**config.mk**
```make
export PLATFORM = sky130hd
export DESIGN_NAME = cnn_window_feeder
export DESIGN_NICKNAME = d
export VERILOG_FILES = /design/src/rtl/cnn_window_feeder.sv
export SDC_FILE = /design/constraint.sdc
export NUM_CORES = 1
export LEC_CHECK = 0
export ABC_AREA = 1
export BUFFER_PORTS_ARGS = -buffer_cell sky130_fd_sc_hd__buf_2
export CORE_AREA = 2 2 204 206
export CTS_BUF_LIST = sky130_fd_sc_hd__clkbuf_4
export CTS_CLUSTER_SIZE = 12
export DETAILED_ROUTE_END_ITERATION = 6
export DIE_AREA = 0 0 206 208
export GPL_TIMING_DRIVEN = 0
export SYNTH_ARGS = -nofsm -noshare
export SYNTH_HDL_FRONTEND = slang
export SYNTH_SLANG_ARGS = --single-unit
```
**constraint.sdc**
```tcl
create_clock -name clk -period 10.95 [get_ports clk]
set_input_delay 0.5475 -clock clk [delete_from_list [all_inputs] [get_ports clk]]
set_output_delay 0.5475 -clock clk [all_outputs]
set_load 0.1 [all_outputs]
```
**src/rtl/cnn_window_feeder.sv**
```systemverilog
// Upstream feeder for the mini CNN compute unit: buffers one raster frame and a
// kernel, then streams every convolution window through the unit's load protocol.
module cnn_window_feeder #(
    parameter int WINDOW = 3,
    parameter int IMG_W  = 6,
    parameter int IMG_H  = 6,
    parameter int STRIDE = 1
) (
    input  logic       clk,
    input  logic       reset,
    input  logic       pix_valid,
    output logic       pix_ready,
    input  logic [7:0] pix_data,
    input  logic       kern_we,
    input  logic [7:0] kern_addr,
    input  logic [7:0] kern_data,
    output logic       cnn_load_enable,
    output logic [7:0] cnn_data,
    output logic       cnn_start,
    input  logic       cnn_busy,
    output logic [7:0] win_row,
    output logic [7:0] win_col,
    output logic       frame_done
);
    localparam int NN    = WINDOW * WINDOW;
    localparam int NPIX  = IMG_W * IMG_H;
    localparam int OUT_W = (IMG_W - WINDOW) / STRIDE + 1;
    localparam int OUT_H = (IMG_H - WINDOW) / STRIDE + 1;
    localparam int CW    = $clog2(2 * NN);
    localparam int PW    = $clog2(NPIX);
    localparam int KW    = $clog2(NN);

    localparam logic [2:0] S_FILL      = 3'd0;
    localparam logic [2:0] S_ARM       = 3'd1;
    localparam logic [2:0] S_STREAM    = 3'd2;
    localparam logic [2:0] S_START     = 3'd3;
    localparam logic [2:0] S_WAIT_BUSY = 3'd4;
    localparam logic [2:0] S_WAIT_DONE = 3'd5;

    localparam logic [CW-1:0] CNT_LAST  = CW'(2 * NN - 1);
    localparam logic [CW-1:0] CNT_NN    = CW'(NN);
    localparam logic [PW-1:0] PTR_LAST  = PW'(NPIX - 1);
    localparam logic [7:0]    KADDR_LIM = 8'(NN);
    localparam logic [7:0]    COL_LAST  = 8'(OUT_W - 1);
    localparam logic [7:0]    ROW_LAST  = 8'(OUT_H - 1);

    logic [2:0]    r_state;
    logic [2:0]    w_state_nxt;
    logic [CW-1:0] r_cnt;
    logic [PW-1:0] r_ptr;
    logic [7:0]    r_frame [NPIX];
    logic [7:0]    r_kern  [NN];
    logic [7:0]    r_win_row;
    logic [7:0]    r_win_col;
    logic [7:0]    r_cnn_data;
    logic          r_pix_ready;
    logic          r_load_en;
    logic          r_start;
    logic          r_frame_done;

    logic          w_pix_xfer;
    logic          w_last_win;
    logic [CW-1:0] w_sel;
    logic [CW-1:0] w_row_off;
    logic [CW-1:0] w_col_off;
    logic [PW-1:0] w_pix_idx;
    logic [KW-1:0] w_kern_idx;
    logic [7:0]    w_byte;

    assign w_pix_xfer = pix_valid & r_pix_ready;
    assign w_last_win = (r_win_col == COL_LAST) && (r_win_row == ROW_LAST);

    // Sequencer next-state decode
    always_comb begin
        w_state_nxt = r_state;
        case (r_state)
            S_FILL: begin
                if (w_pix_xfer && (r_ptr == PTR_LAST)) w_state_nxt = S_ARM;
                else                                   w_state_nxt = S_FILL;
            end
            S_ARM:    w_state_nxt = S_STREAM;
            S_STREAM: begin
                if (r_cnt == CNT_LAST) w_state_nxt = S_START;
                else                   w_state_nxt = S_STREAM;
            end
            S_START:  w_state_nxt = S_WAIT_BUSY;
            S_WAIT_BUSY: begin
                if (cnn_busy) w_state_nxt = S_WAIT_DONE;
                else          w_state_nxt = S_WAIT_BUSY;
            end
            S_WAIT_DONE: begin
                if (cnn_busy)        w_state_nxt = S_WAIT_DONE;
                else if (w_last_win) w_state_nxt = S_FILL;
                else                 w_state_nxt = S_ARM;
            end
            default:  w_state_nxt = S_FILL;
        endcase
    end

    // Byte fetched one cycle ahead so cnn_data can be a plain register
    always_comb begin
        w_sel      = (r_state == S_ARM) ? {CW{1'b0}} : r_cnt + CW'(1);
        w_row_off  = w_sel / CW'(WINDOW);
        w_col_off  = w_sel % CW'(WINDOW);
        w_pix_idx  = (PW'(r_win_row) * PW'(STRIDE) + PW'(w_row_off)) * PW'(IMG_W)
                   + PW'(r_win_col) * PW'(STRIDE) + PW'(w_col_off);
        w_kern_idx = KW'(w_sel - CNT_NN);
        if (w_sel < CNT_NN) w_byte = r_frame[w_pix_idx];
        else                w_byte = r_kern[w_kern_idx];
    end

    // Frame and kernel storage; contents survive reset
    always_ff @(posedge clk) begin
        if (w_pix_xfer) r_frame[r_ptr] <= pix_data;
        if (kern_we && (r_state == S_FILL) && (kern_addr < KADDR_LIM))
            r_kern[kern_addr[KW-1:0]] <= kern_data;
    end

    // Control state and registered outputs
    always_ff @(posedge clk or negedge reset) begin
        if (!reset) begin
            r_state      <= S_FILL;
            r_cnt        <= {CW{1'b0}};
            r_ptr        <= {PW{1'b0}};
            r_win_row    <= 8'd0;
            r_win_col    <= 8'd0;
            r_cnn_data   <= 8'd0;
            r_pix_ready  <= 1'b1;
            r_load_en    <= 1'b0;
            r_start      <= 1'b0;
            r_frame_done <= 1'b0;
        end else begin
            r_state      <= w_state_nxt;
            r_pix_ready  <= (w_state_nxt == S_FILL);
            r_load_en    <= (w_state_nxt == S_ARM);
            r_start      <= (w_state_nxt == S_START);
            r_frame_done <= (r_state == S_WAIT_DONE) && !cnn_busy && w_last_win;
            if (w_pix_xfer) r_ptr <= (r_ptr == PTR_LAST) ? {PW{1'b0}} : r_ptr + PW'(1);
            if (r_state == S_STREAM) r_cnt <= r_cnt + CW'(1);
            else                     r_cnt <= {CW{1'b0}};
            if ((r_state == S_ARM) || ((r_state == S_STREAM) && (r_cnt != CNT_LAST)))
                r_cnn_data <= w_byte;
            if ((r_state == S_WAIT_DONE) && !cnn_busy) begin
                if (r_win_col != COL_LAST) begin
                    r_win_col <= r_win_col + 8'd1;
                end else if (r_win_row != ROW_LAST) begin
                    r_win_col <= 8'd0;
                    r_win_row <= r_win_row + 8'd1;
                end else begin
                    r_win_col <= 8'd0;
                    r_win_row <= 8'd0;
                end
            end
        end
    end

    assign pix_ready       = r_pix_ready;
    assign cnn_load_enable = r_load_en;
    assign cnn_data        = r_cnn_data;
    assign cnn_start       = r_start;
    assign win_row         = r_win_row;
    assign win_col         = r_win_col;
    assign frame_done      = r_frame_done;
endmodule

```
After elaboration in Yosys (flattened, before gate mapping)
Memory sizes are Yosys's and may differ from the RTL's.
Index checks and enable logic that the tools add are counted.
{"block": "word_totals", "reg_bits": 42, "ramBits": 360, "input_bits": 29, "output_inout_bits": 28, "word_cells": 69, "mem_count": 2}
{"name": "r_frame", "depth": 36, "word_bits": 8, "rd": 1, "rd_clocked_by_memory_dff": 0, "wr": 1, "line": "51", "source": "logic [7:0] r_frame [NPIX];"}
{"name": "r_kern", "depth": 9, "word_bits": 8, "rd": 1, "rd_clocked_by_memory_dff": 0, "wr": 1, "line": "52", "source": "logic [7:0] r_kern [NN];"}
{"block": "op_classes", "add_sub_neg": 8, "multipliers": 1, "div": 2, "magnitude_cmp": 2, "eq_ne": 14, "n_mux": 16, "bitwise": 2, "reduce_logical": 12}
{"cell": "$mux W8", "count": 3}
{"cell": "$pmux W3 S6", "count": 1}
{"cell": "$add A8 B1 Y8 const B", "count": 2}
{"cell": "$eq A8 B2 Y1 const B", "count": 2}
{"cell": "$ne A8 B2 Y1 const B", "count": 2}
{"cell": "$add A6 B5 Y6", "count": 2}
{"cell": "$mux W5", "count": 2}
{"cell": "$eq A3 B2 Y1 const B", "count": 3}
{"cell": "$lt A8 B4 Y1 const B", "count": 1}
{"cell": "$mux W1", "count": 8}
{"cell": "$logic_and A1 B1 Y1", "count": 7}
{"cell": "$add A6 B1 Y6 const B", "count": 1}
{"cell": "$add A6 B6 Y6", "count": 1}
{"cell": "$eq A3 B1 Y1 const B", "count": 2}
{"cell": "$eq A3 B3 Y1 const B", "count": 2}
{"cell": "$eq A6 B6 Y1 const B", "count": 1}
{"cell": "$logic_not A3 Y1", "count": 2}
{"cell": "$mul A6 B2 Y5 const B", "count": 1}
{"cell": "$mux W6", "count": 1}
{"cell": "$add A5 B1 Y5 const B", "count": 1}
{"cell": "$div A5 B2 Y5 const B", "count": 1}
{"cell": "$eq A5 B5 Y1 const B", "count": 1}
{"cell": "$lt A5 B4 Y1 const B", "count": 1}
{"cell": "$mod A5 B2 Y5 const B", "count": 1}
{"cell": "8 further kinds", "count": 8}

Depth between registers and ports, before layout
Gate-level depths: netlist of run 1.
An unclocked memory read counts as a cell.
{"block": "depth", "word_depth": 9, "mapped_depth": 37, "mapped_depth_nobuf": 36}

Worst setup path after synthesis of run 1
Ideal clock, no wire load.
{"block": "synth_timing", "path_kind": "reg2reg", "startpoint": "register r_state[2]", "endpoint": "register r_cnn_data[5], in the netlist cnn_data[5]", "setup_ps": 120, "t_arrival_ps": 5613, "required_time_ps": 10830, "slack_ps": 5217, "stages_incl_launch_ff": 34, "path_buffers": 2, "path_cell_list": "dfrtp_1 -> inv_2 -> nand3_4 -> nand2_2 -> clkbuf_1 -> ha_1 -> nand2_2 -> nand3_2 -> nand2_1 -> and2_1 -> ha_1 -> nand3_1 -> nand2_2 -> nor2_4 -> inv_1 -> ha_1 -> inv_1 -> fa_1 -> inv_1 -> ha_1 -> fa_1 -> fa_1 -> ha_1 -> xnor2_1 -> inv_1 -> clkbuf_1 -> o211ai_1 -> nand2_1 -> inv_1 -> o21ai_0 -> nand2_1 -> nand3_1 -> nand2_1 -> nand2_1"}
{"block": "synth_via", "elab_chain_cells": 9, "word_cells_on_any_way": 16}
{"element": "start, declared", "line": "47", "source": "logic [2:0] r_state;"}
{"element": "start signal, assigned", "line": "133", "source": "r_state <= w_state_nxt;"}
{"element": "$eq A3 B1 Y1", "line": "102, 141"}
{"element": "$mux W5", "line": "102", "source": "w_sel = (r_state == S_ARM) ? {CW{1'b0}} : r_cnt + CW'(1);"}
{"element": "$div A5 B2 Y5", "line": "103", "source": "w_row_off = w_sel / CW'(WINDOW);"}
{"element": "$add A6 B5 Y6", "line": "105", "source": "w_pix_idx = (PW'(r_win_row) * PW'(STRIDE) + PW'(w_row_off)) * PW'(IMG_W)"}
{"element": "$mul A6 B2 Y5", "line": "105"}
{"element": "$add A6 B6 Y6", "line": "106", "source": "+ PW'(r_win_col) * PW'(STRIDE) + PW'(w_col_off);"}
{"element": "$add A6 B5 Y6", "line": "106"}
{"element": "$mem_v2 Z36 W8"}
{"element": "$mux W8", "line": "108", "source": "if (w_sel < CNT_NN) w_byte = r_frame[w_pix_idx];"}
{"element": "end signal, assigned", "line": "142", "source": "r_cnn_data <= w_byte;"}
{"element": "end, declared", "line": "55", "source": "logic [7:0] r_cnn_data;"}
Several ways; a longest one is shown, not always the timed one.
A chain may end at the register's enable or synchronous reset.

Worst setup path after layout of run 1
{"block": "layout_timing", "startpoint": "register r_state[1]", "endpoint": "register r_cnn_data[3], in the netlist cnn_data[3]"}
Same word-level chain as after synthesis.

==> flow_metrics.py, run 1 <==
metrics = {
    "cts": {
        "post-cts-setup-buffers": 0,
        "h-tree-depth": 3,
        "cts_tree": "yes",
        "ctsResizeCount": 0,
        "holdBufCountCts": 5,
        "cts_root_buffer": "clkbuf_4",
        "cts.sinks": 402,
        "clockBufferDepth": 3,
        "clock_latency_ps": 800,
        "numCtsBuffers": 102,
        "path_clk_slew_ps": 60,
    },
    "hold_path": {
        "holdCritStartpoint": "kern_data[5]",
        "min_to": "r_kern[6][5]$_DFFE_PP_",
        "hold_path.class": "in2reg",
        "hold_depth": 1,
    },
    "worst_setup_path": {
        "cp_max_fo": 11,
        "rrSetupSlack_ps": 3450,
        "required_ps": 11670,
        "cpMaxStageDelayCell": "fa_1",
        "worstPathArrival_ps": 8210,
        "crit_path_frequent_cell": "inv_1",
        "crit_path_max_incr_delay_ps": 590,
        "path_class": "reg2reg",
        "reg2reg_from": "r_state[1]$_DFF_PN0_",
        "cp-end-kind": "flip-flop",
        "worstReg2RegEnd": "cnn_data[3]$_DFFE_PN0P_",
        "startpoint_type": "flip-flop",
        "reg2regPathDepth": 32,
    },
    "floorplan": {
        "ios": 57,
        "fp.dieH_um": 208,
        "rows": 74,
        "initial_core_util_pct": 42.52,
        "die_area_um2": 42850,
        "fp.dieW_um": 206,
        "core-area_um2": 40550,
    },
    "cells_and_area": {
        "post-route-cell-area_um2": 19510,
        "num-fill-cells": 3728,
        "final_layout_size_suffix_gt1_share_pct": 15.65,
        "area_delta_synth_final_pct": 13.13,
        "nNetsFinal": 1700,
        "fin_util_pct": 48.10,
    },
    "synthesis": {
        "ys_async_sr_fraction_pct": 10.45,
        "synth_most_common_cell": "edfxtp_1",
        "avgSynthCellArea_um2": 11.67,
        "netlist_instances": 1477,
        "ys_top_cells_by_count": "edfxtp_1 (360), nor2_1 (289), o21ai_0 (233)",
        "synth.area.top_cells": "edfxtp_1 (63%), o21ai_0 (6.8%), nor2_1 (6.3%), dfrtp_1 (6.0%), nand2_1 (2.7%)",
        "muxShareOfSynthArea_pct": 0,
        "synth_edf_count": 360,
        "synth-compound-area-share_pct": 11.23,
        "synthSimpleGateAreaFrac_pct": 12.95,
        "syn_area_um2": 17240,
        "synth-seq-cells": 402,
        "synth_top_area_share_pct": 62.70,
        "synth.distinct_cells": 41,
        "synth_ff_type": "edfxtp_1",
        "synth_top_family_by_area": "simple AND/OR/NAND/NOR gates",
        "synthesis.nets": 1534,
        "synth_fa_ha_area_share_pct": 2.337,
        "synth-xor-area-share_pct": 1.313,
        "yosysSeqAreaShare_pct": 68.80,
        "synth_top_area_cell": "edfxtp_1",
        "yosysWarnings": 0,
    },
    "timing": {
        "max_freq_mhz": 133.4,
        "setup_violations": 0,
        "timing.final.crit_share_pct": 68.46,
        "finalMaxSlewViolations": 0,
        "skew_ps": 41.34,
        "rsz0062_at_grt": "no",
        "layout_min_cycle_time_ps": 7496,
        "slew_headroom_pct": 13.02,
        "setup_ws_ps": 3454,
        "final-hold-violation-count": 0,
        "finalSetupTns_ps": 0,
        "worst_slew_pin_slew_ps": 1295,
    },
    "global_route": {
        "first_global_vias": 12280,
        "overflow": 0,
        "grt_usage_pct": 21.86,
        "grt_max_degree": 43,
        "grt_antenna_before_repair": 1,
        "grt_pass1_wl_um": 70680,
    },
    "place": {
        "port_buffers": 56,
        "place.gp.congestion": 0.9279,
        "dpl.hpwl_um": 30490,
        "placed_area_um2": 18210,
        "dp_slack_ps": 3487,
    },
    "status": {
        "status": "finished clean",
    },
    "route": {
        "drc": 0,
        "wl_per_cell_um": 20.28,
        "num_vias": 12230,
        "drt-initial-drc-count": 1162,
        "routed_via_density": 5.449,
        "drtAntennaViolNets": 0,
        "wirelength_um": 45530,
        "first_pass_iters": 5,
    },
    "job": {
        "drv_cap": 0,
    },
}
## worst max path at each step
stage | from | to | slack, ps
CTS | r_state[2]$_DFF_PN0_ | cnn_data[3]$_DFFE_PN0P_ | 3460
global placement | r_state[2]$_DFF_PN0_ | cnn_data[3]$_DFFE_PN0P_ | 3500
detailed placement | r_state[1]$_DFF_PN0_ | cnn_data[3]$_DFFE_PN0P_ | 3490
floorplan | r_state[2]$_DFF_PN0_ | cnn_data[5]$_DFFE_PN0P_ | 5220
finish | r_state[1]$_DFF_PN0_ | cnn_data[3]$_DFFE_PN0P_ | 3450
global route | r_state[2]$_DFF_PN0_ | cnn_data[3]$_DFFE_PN0P_ | 2980
## layout make-up
type | count | area, µm² | area share [%]
well taps | 532 | 665.6 | 3.413
clock buffers | 149 | 1119 | 5.735
flip-flops and latches | 402 | 11860 | 60.82
inverters | 79 | 299.0 | 1.533
plain buffers | 69 | 281.5 | 1.443
clock inverters | 24 | 111.4 | 0.5709
diodes | 1 | 2.502 | 0.01283
multi-input cells | 927 | 4826 | 24.74
repair buffers | 62 | 337.8 | 1.732
## per-stage QoR
step	hold WS, ps	cells
5_1_grt	35.95	2245
3_5_place_dp	470.4	2066
3_3_place_gp	465.1	2065
4_1_cts	5.749	2244
6_report	74.54	2245
2_1_floorplan	251.9	1477
## routing by layer
| metal | part of all wire [%] | track usage [%] | wire, µm |
|---|---|---|---|
| met4 | 3.0 | 8.153 | 1377 |
| met3 | 8.1 | 4.605 | 3696 |
| met1 | 42 | 29.54 | 19030 |
| met2 | 47 | 34.75 | 21430 |
| met5 | 0 | 0 | 0 |
## cells by family after synthesis
logic type / after synthesis
AOI/OAI and AO/OA: 350
xor gates and xnor gates: 25
DFF: 402
adders and majority gates: 28
buffers and inverters: 148
and+or+nand+nor: 524
## flip-flops by register name, summed over array words and instances, names as in the netlist
register	cells
r_ptr	6
win_col	8
r_cnt	5
cnn_load_enable	1
r_state	3
pix_ready	1
r_kern	72
r_frame	288
cnn_data	8
cnn_start	1
win_row	8
frame_done	1
## worst max-delay path: cells and delay by family (launching register included)
kind | cells | cell delay [ps]
buffers and inverters | 9 | 2050
AND/OR/NAND/NOR | 14 | 1620
adder cells (fa/ha/maj) | 7 | 2440
flip-flops | 1 | 450
AO/OA/AOI/OAI | 2 | 890
## placed cells by master (no fill, tap or decap), drive strengths merged, types with 2 or more instances in the layout
cell type | synthesis | layout
fa | 7 | 7
xnor2 | 11 | 11
a21oi | 14 | 14
o221ai | 7 | 7
edfxtp | 360 | 360
clkinvlp | 0 | 2
nand2 | 133 | 133
nor3 | 15 | 15
buf | 19 | 76
dlygate4sd3 | 0 | 5
o211ai | 33 | 33
clkinv | 0 | 17
a31oi | 6 | 6
nand4 | 6 | 6
ha | 21 | 21
xor2 | 14 | 14
nand3 | 65 | 65
inv | 79 | 84
nor2 | 294 | 294
o22ai | 49 | 49
o21ai | 239 | 239
dfrtp | 41 | 41
clkbuf | 50 | 199
nor3b | 2 | 2
nor4 | 6 | 6
Power of run 1 is left out: the tool's default activity adds up to more than one toggle a clock period on the data nets, which glitch-free logic cannot reach.
==> run 2: changes to the inputs <==
--- a/config.mk
+++ b/config.mk
@@ -5,13 +5,13 @@
 export SDC_FILE = /design/constraint.sdc
 export NUM_CORES = 1
 export LEC_CHECK = 0
-export ABC_AREA = 1
+export ABC_AREA = 0
 export BUFFER_PORTS_ARGS = -buffer_cell sky130_fd_sc_hd__buf_2
-export CORE_AREA = 2 2 204 206
+export CORE_AREA = 2 2 205 207
 export CTS_BUF_LIST = sky130_fd_sc_hd__clkbuf_4
 export CTS_CLUSTER_SIZE = 12
 export DETAILED_ROUTE_END_ITERATION = 6
-export DIE_AREA = 0 0 206 208
+export DIE_AREA = 0 0 207 209
 export GPL_TIMING_DRIVEN = 0
 export SYNTH_ARGS = -nofsm -noshare
 export SYNTH_HDL_FRONTEND = slang
==> constraint.sdc (replaced) <==
create_clock -name clk -period 7.5 [get_ports clk]
set_input_delay 0.375 -clock clk [delete_from_list [all_inputs] [get_ports clk]]
set_output_delay 0.375 -clock clk [all_outputs]
set_load 0.1 [all_outputs]
==> run 2 against run 1 <==
  * The flow now finishes with violations (design-rule violations)
  * Sequential share of layout area decreased by 2.2 points
  * Critical endpoint is now cnn_data[5]$_DFFE_PN0P_
  * Critical path depth is 2 lower
  * Utilization is 0.89 points higher
  * Register-to-register slack worse by 3100 ps
==> flow_metrics.py, run 2 <==
metrics = {
    "timing": {
        "layout_min_cycle_time_ps": 7160,
        "setup_ws_ps": 340.2,
        "skew_ps": 72.52,
        "worst_slew_pin_slew_ps": 1311,
        "timing.final.crit_share_pct": 95.46,
        "setup_violations": 0,
        "hold-worst-slack_ps": 82.02,
        "final-hold-violation-count": 0,
        "slew_headroom_pct": 11.91,
        "finalMaxSlewViolations": 0,
        "max_freq_mhz": 139.7,
    },
    "worst_setup_path": {
        "worstPathArrival_ps": 7820,
        "path_class": "reg2reg",
        "crit_path_max_incr_delay_ps": 490,
        "required_ps": 8160,
        "worstReg2RegEnd": "cnn_data[5]$_DFFE_PN0P_",
        "cpMaxStageDelayCell": "fa_1",
        "reg2regPathDepth": 30,
        "startpoint_type": "flip-flop",
        "cp_max_fo": 10,
        "rrSetupSlack_ps": 340,
        "cp-end-kind": "flip-flop",
        "reg2reg_from": "r_cnt[1]$_DFF_PN0_",
    },
    "synthesis": {
        "synth_top_area_share_pct": 61.79,
        "synth_edf_count": 360,
        "synth-seq-cells": 402,
        "synth_ff_type": "edfxtp_1",
        "ys_top_cells_by_count": "edfxtp_1 (360), mux4_2 (80), nor2_1 (72)",
        "syn_area_um2": 17490,
        "synthesis.nets": 1132,
        "yosysSeqAreaShare_pct": 67.81,
        "yosysWarnings": 0,
        "synth.area.top_cells": "edfxtp_1 (62%), mux4_2 (10%), dfrtp_1 (5.9%), mux2i_1 (2.0%), a21oi_1 (1.7%)",
        "avgSynthCellArea_um2": 16.27,
        "synth.distinct_cells": 69,
        "netlist_instances": 1075,
        "synth_most_common_cell": "edfxtp_1",
        "synth_top_area_cell": "edfxtp_1",
        "ys_async_sr_fraction_pct": 10.45,
    },
    "cts": {
        "path_clk_slew_ps": 70,
        "clock_latency_ps": 850,
        "cts_root_buffer": "clkbuf_4",
        "h-tree-depth": 3,
        "clockBufferDepth": 3,
        "numCtsBuffers": 102,
        "cts.sinks": 402,
        "cts_tree": "yes",
    },
    "global_route": {
        "first_global_vias": 10440,
        "overflow": 0,
        "grt_pass1_wl_um": 61480,
        "grt_antenna_before_repair": 1,
        "grt_usage_pct": 18.61,
        "grt_max_degree": 43,
    },
    "status": {
        "failed_checks": "design-rule violations",
        "status": "complete, but fails checks",
    },
    "place": {
        "place.gp.congestion": 0.8492,
        "dp_slack_ps": -1491,
        "dpl.hpwl_um": 26090,
        "port_buffers": 56,
        "placed_area_um2": 18480,
    },
    "cells_and_area": {
        "post-route-cell-area_um2": 20230,
        "area_delta_synth_final_pct": 15.61,
        "final_cell_mix": "edfxtp_1 (360), clkbuf_4 (147), mux4_2 (80)",
        "multiInputGateArea_um2": 5449,
        "largest_reg_flops": 288,
        "regMostFlops": "r_frame",
        "num-fill-cells": 3537,
        "final_layout_size_suffix_gt1_share_pct": 29.49,
        "final_common_cell": "edfxtp_1",
        "nNetsFinal": 1323,
        "regArea_um2": 11860,
    },
    "hold_path": {
        "hold_path.class": "in2reg",
        "hold_depth": 2,
        "min_to": "r_kern[5][1]$_DFFE_PP_",
        "holdCritStartpoint": "kern_addr[3]",
    },
    "floorplan": {
        "core-area_um2": 41290,
        "rows": 75,
        "ios": 57,
        "die_area_um2": 43260,
        "fp.dieW_um": 207,
        "initial_core_util_pct": 42.37,
        "fp.dieH_um": 209,
    },
    "route": {
        "routed_via_density": 5.509,
        "drt-initial-drc-count": 825,
        "drtAntennaViolNets": 0,
        "first_pass_iters": 7,
        "wl_per_cell_um": 21.31,
        "drc": 13,
        "num_vias": 10330,
        "wirelength_um": 39970,
    },
    "job": {
        "drv_cap": 0,
    },
}
[run 2: cell count changes in the layout (fill, tap and decap cells not counted), sizes merged, moves of 35 or more]
| cell | change |
|---|---|
| inv | -61 |
| nor2 | -221 |
| nand2 | -97 |
| mux4 | +80 |
| mux2i | +35 |
| o22ai | -47 |
| a21oi | +48 |
| o21ai | -189 |
[run 2: what timing repair did]
| item | 4_1_cts | 5_1_grt |
|---|---|---|
| pin swaps | 3 | 5 |
| hold buffers | 15 | 0 |
| buffers inserted | 6 | 8 |
| endpoints found under the hold margin | 134 | 0 |
| gates resized for setup | 25 | 17 |
| cloned | 0 | 1 |
| setup endpoints to repair | 8 | 8 |
[run 2: worst max-delay path: cells and delay by family, from the launching register on]
| family | cells | cell delay [ps] |
|---|---|---|
| AND/OR/NAND/NOR | 6 | 1150 |
| XOR/XNOR | 1 | 170 |
| adder cells (fa/ha/maj) | 8 | 2570 |
| buffers and inverters | 9 | 1160 |
| multiplexers | 4 | 920 |
| flip-flops | 1 | 410 |
| AO/OA/AOI/OAI | 2 | 650 |
[run 2: cell families (layout without fill, tap and decap cells)]
logic type      after synthesis  in the layout  synth area share (%)
flops                       402            402                 67.81
simple gates                251            251                 7.531
compound gates              170            170                 6.036
mux                         118            118                 12.49
buf+inv                      76            337                 2.146
fa+ha+maj                    29             29                 2.360
xor+xnor                     29             29                 1.624
other cells                   0              1                     0
[run 2: cell type report]
class / count / area share, %
Clock buffer: 147 / 5.456
Tap cell: 539 / 3.334
Clock inverter: 27 / 0.7176
Multi-Input combinational cell: 597 / 26.94
Sequential cell: 402 / 58.66
Inverter: 19 / 0.3526
Timing Repair Buffer: 88 / 2.926
Buffer: 56 / 1.602
Antenna cell: 1 / 0.01237
[run 2: worst max path at each step]
stage / cells after the start / start / endpoint
floorplan: 32 / r_cnt[1]$_DFF_PN0_ / cnn_data[3]$_DFFE_PN0P_
global placement: 34 / r_cnt[1]$_DFF_PN0_ / cnn_data[4]$_DFFE_PN0P_
detailed placement: 34 / r_cnt[1]$_DFF_PN0_ / cnn_data[4]$_DFFE_PN0P_
CTS: 30 / r_cnt[0]$_DFF_PN0_ / cnn_data[6]$_DFFE_PN0P_
global route: 33 / r_cnt[0]$_DFF_PN0_ / cnn_data[5]$_DFFE_PN0P_
finish: 30 / r_cnt[1]$_DFF_PN0_ / cnn_data[5]$_DFFE_PN0P_
[run 2: through the flow]
step,setup TNS [ps],utilization [%],std cells
floorplan,0,-,1075
global placement,-10520,44.68,1670
detailed placement,-10720,44.75,1672
CTS,0,48.59,1866
global route,-68.21,48.98,1876
finish,0,48.98,1876
[run 2: layer usage]
metal / wire (µm) / track usage, % / vias to the layer above
li1: - / - / 4694
met1: 17760 / 26.20 / 5222
met2: 18850 / 28.72 / 354
met3: 2592 / 4.238 / 64
met4: 776 / 6.379 / 0
met5: 0 / 0 / -
Power of run 2 is left out for the same reason.
==> run 3: changes to the inputs <==
==> constraint.sdc (replaced) <==
create_clock -name clk -period 8.9 [get_ports clk]
set_input_delay 0.445 -clock clk [delete_from_list [all_inputs] [get_ports clk]]
set_output_delay 0.445 -clock clk [all_outputs]
set_load 0.1 [all_outputs]
==> run 3 against run 2 <==
  * The flow now finishes without violations
  * Cell count is 1.1% lower
  * Utilization is 0.92 points lower
  * Maximum frequency is 14% lower
==> flow_metrics.py, run 3 (same netlist as run 2, synthesis figures left out) <==
metrics = {
    "route": {
        "drt-initial-drc-count": 810,
        "num_vias": 10260,
        "wirelength_um": 39310,
        "wl_per_cell_um": 21.18,
        "drc": 0,
        "first_pass_iters": 5,
        "routed_via_density": 5.529,
        "drtAntennaViolNets": 0,
    },
    "worst_setup_path": {
        "rrSetupSlack_ps": 600,
        "reg2reg_from": "r_cnt[1]$_DFF_PN0_",
        "cp-end-kind": "flip-flop",
        "cpMaxStageDelayCell": "dfrtp_1",
        "reg2regPathDepth": 33,
        "startpoint_type": "flip-flop",
        "worstReg2RegEnd": "cnn_data[4]$_DFFE_PN0P_",
        "crit_path_max_incr_delay_ps": 520,
        "path_class": "reg2reg",
        "startpoint": "r_cnt[1]$_DFF_PN0_",
        "worstPathArrival_ps": 8990,
        "crit_path_frequent_cell": "inv_1",
        "cp_max_fo": 12,
        "required_ps": 9590,
    },
    "cells_and_area": {
        "nNetsFinal": 1303,
        "stdcell_count": 1856,
        "largest_reg_flops": 288,
        "final_cell_mix": "edfxtp_1 (360), clkbuf_4 (147), mux4_2 (80)",
        "area_delta_synth_final_pct": 13.43,
        "final_common_cell": "edfxtp_1",
        "regMostFlops": "r_frame",
        "final_layout_size_suffix_gt1_share_pct": 27.20,
    },
    "timing": {
        "skew_ps": 62.73,
        "final-hold-violation-count": 0,
        "max_freq_mhz": 120.5,
        "slew_headroom_pct": 9.323,
        "setup_ws_ps": 603.6,
        "finalMaxSlewViolations": 0,
        "setup_violations": 0,
        "timing.final.crit_share_pct": 93.22,
        "worst_slew_pin_slew_ps": 1350,
        "layout_min_cycle_time_ps": 8296,
        "rsz0062_at_grt": "no",
    },
    "hold_path": {
        "hold_path.class": "in2reg",
        "hold_depth": 3,
        "min_to": "r_ptr[0]$_DFFE_PN0P_",
        "holdCritStartpoint": "pix_valid",
    },
    "floorplan": {
        "initial_core_util_pct": 42.37,
        "fp.dieW_um": 207,
        "rows": 75,
        "core-area_um2": 41290,
        "ios": 57,
        "fp.dieH_um": 209,
        "die_area_um2": 43260,
    },
    "cts": {
        "clockBufferDepth": 3,
        "post-cts-setup-buffers": 0,
        "clock_latency_ps": 830,
        "cts_root_buffer": "clkbuf_4",
        "cts_tree": "yes",
        "cts.sinks": 402,
        "h-tree-depth": 3,
        "path_clk_slew_ps": 60,
        "numCtsBuffers": 102,
    },
    "place": {
        "port_buffers": 56,
        "place.gp.congestion": 0.8492,
        "dpl.hpwl_um": 26090,
        "dp.cells": 1672,
        "dp_slack_ps": -91.25,
    },
    "global_route": {
        "first_global_vias": 10340,
        "grt_antenna_before_repair": 1,
        "grt_usage_pct": 18.44,
        "grt_max_degree": 43,
        "overflow": 0,
        "grt_pass1_wl_um": 60880,
    },
    "job": {
        "drv_cap": 0,
    },
    "status": {
        "status": "finished clean",
    },
}
[run 3: cell count changes in the layout (fill, tap and decap cells not counted), moves of 3 or more]
cell           change
buf_4             -11
mux2i_1            +7
dlygate4sd3_1      -5
ha_1               +4
mux2i_2            -4
buf_12             -3
mux2i_4            -3
[run 3: worst max-delay path, delay by kind of cell (launching register included)]
kind,cells,cell delay (ps)
compound gates,3,670
xor+xnor,1,370
fa+ha+maj,10,3450
buf+inv,9,1200
flops,1,520
mux,3,840
simple gates,7,1160
[run 3: per-layer routing]
metal	GRT usage (%)	vias to the layer above	routed length, µm
met3	4.253	64	2769
met1	25.97	5183	17230
met2	28.49	357	18600
met5	0	-	0
li1	-	4658	-
met4	6.084	0	709
[run 3: layout make-up]
type | instances | area, µm²
Clock buffer | 147 | 1104
Tap cell | 539 | 674.4
Clock inverter | 27 | 145.1
Buffer | 56 | 300.3
Sequential cell | 402 | 11860
Antenna cell | 1 | 2.502
Fill cell | 3575 | 21450
Timing Repair Buffer | 68 | 395.4
Inverter | 19 | 71.32
Multi-Input combinational cell | 597 | 5289
[run 3: worst max-delay path by stage]
stage / endpoint / slack [ps] / cells past startpoint
4_1_cts: cnn_data[4]$_DFFE_PN0P_ / 160 / 34
3_3_place_gp: cnn_data[4]$_DFFE_PN0P_ / -70 / 34
6_report: cnn_data[4]$_DFFE_PN0P_ / 600 / 33
2_1_floorplan: cnn_data[3]$_DFFE_PN0P_ / 1580 / 32
3_5_place_dp: cnn_data[4]$_DFFE_PN0P_ / -90 / 34
5_1_grt: cnn_data[4]$_DFFE_PN0P_ / 70 / 33
[run 3: through the flow]
step | instance area (µm²) | hold slack, ps | setup TNS [ps] | util, %
after floorplan | 17490 | 149.4 | 0 | -
after global placement | 18450 | 484.6 | -74.43 | 44.68
after detailed placement | 18480 | 493.6 | -136.3 | 44.75
after CTS | 19830 | 23.95 | 0 | 48.03
after global routing | 19840 | 58.96 | 0 | 48.06
final | 19840 | 102.1 | 0 | 48.06
[run 3: timing repair]
item / CTS / global route
resized for setup: 1 / 2
hold buffers: 10 / 0
hold endpoints to repair: 114 / 0
setup endpoints to repair: 5 / 8
pin swaps: 0 / 1
Power of run 3 is left out for the same reason.
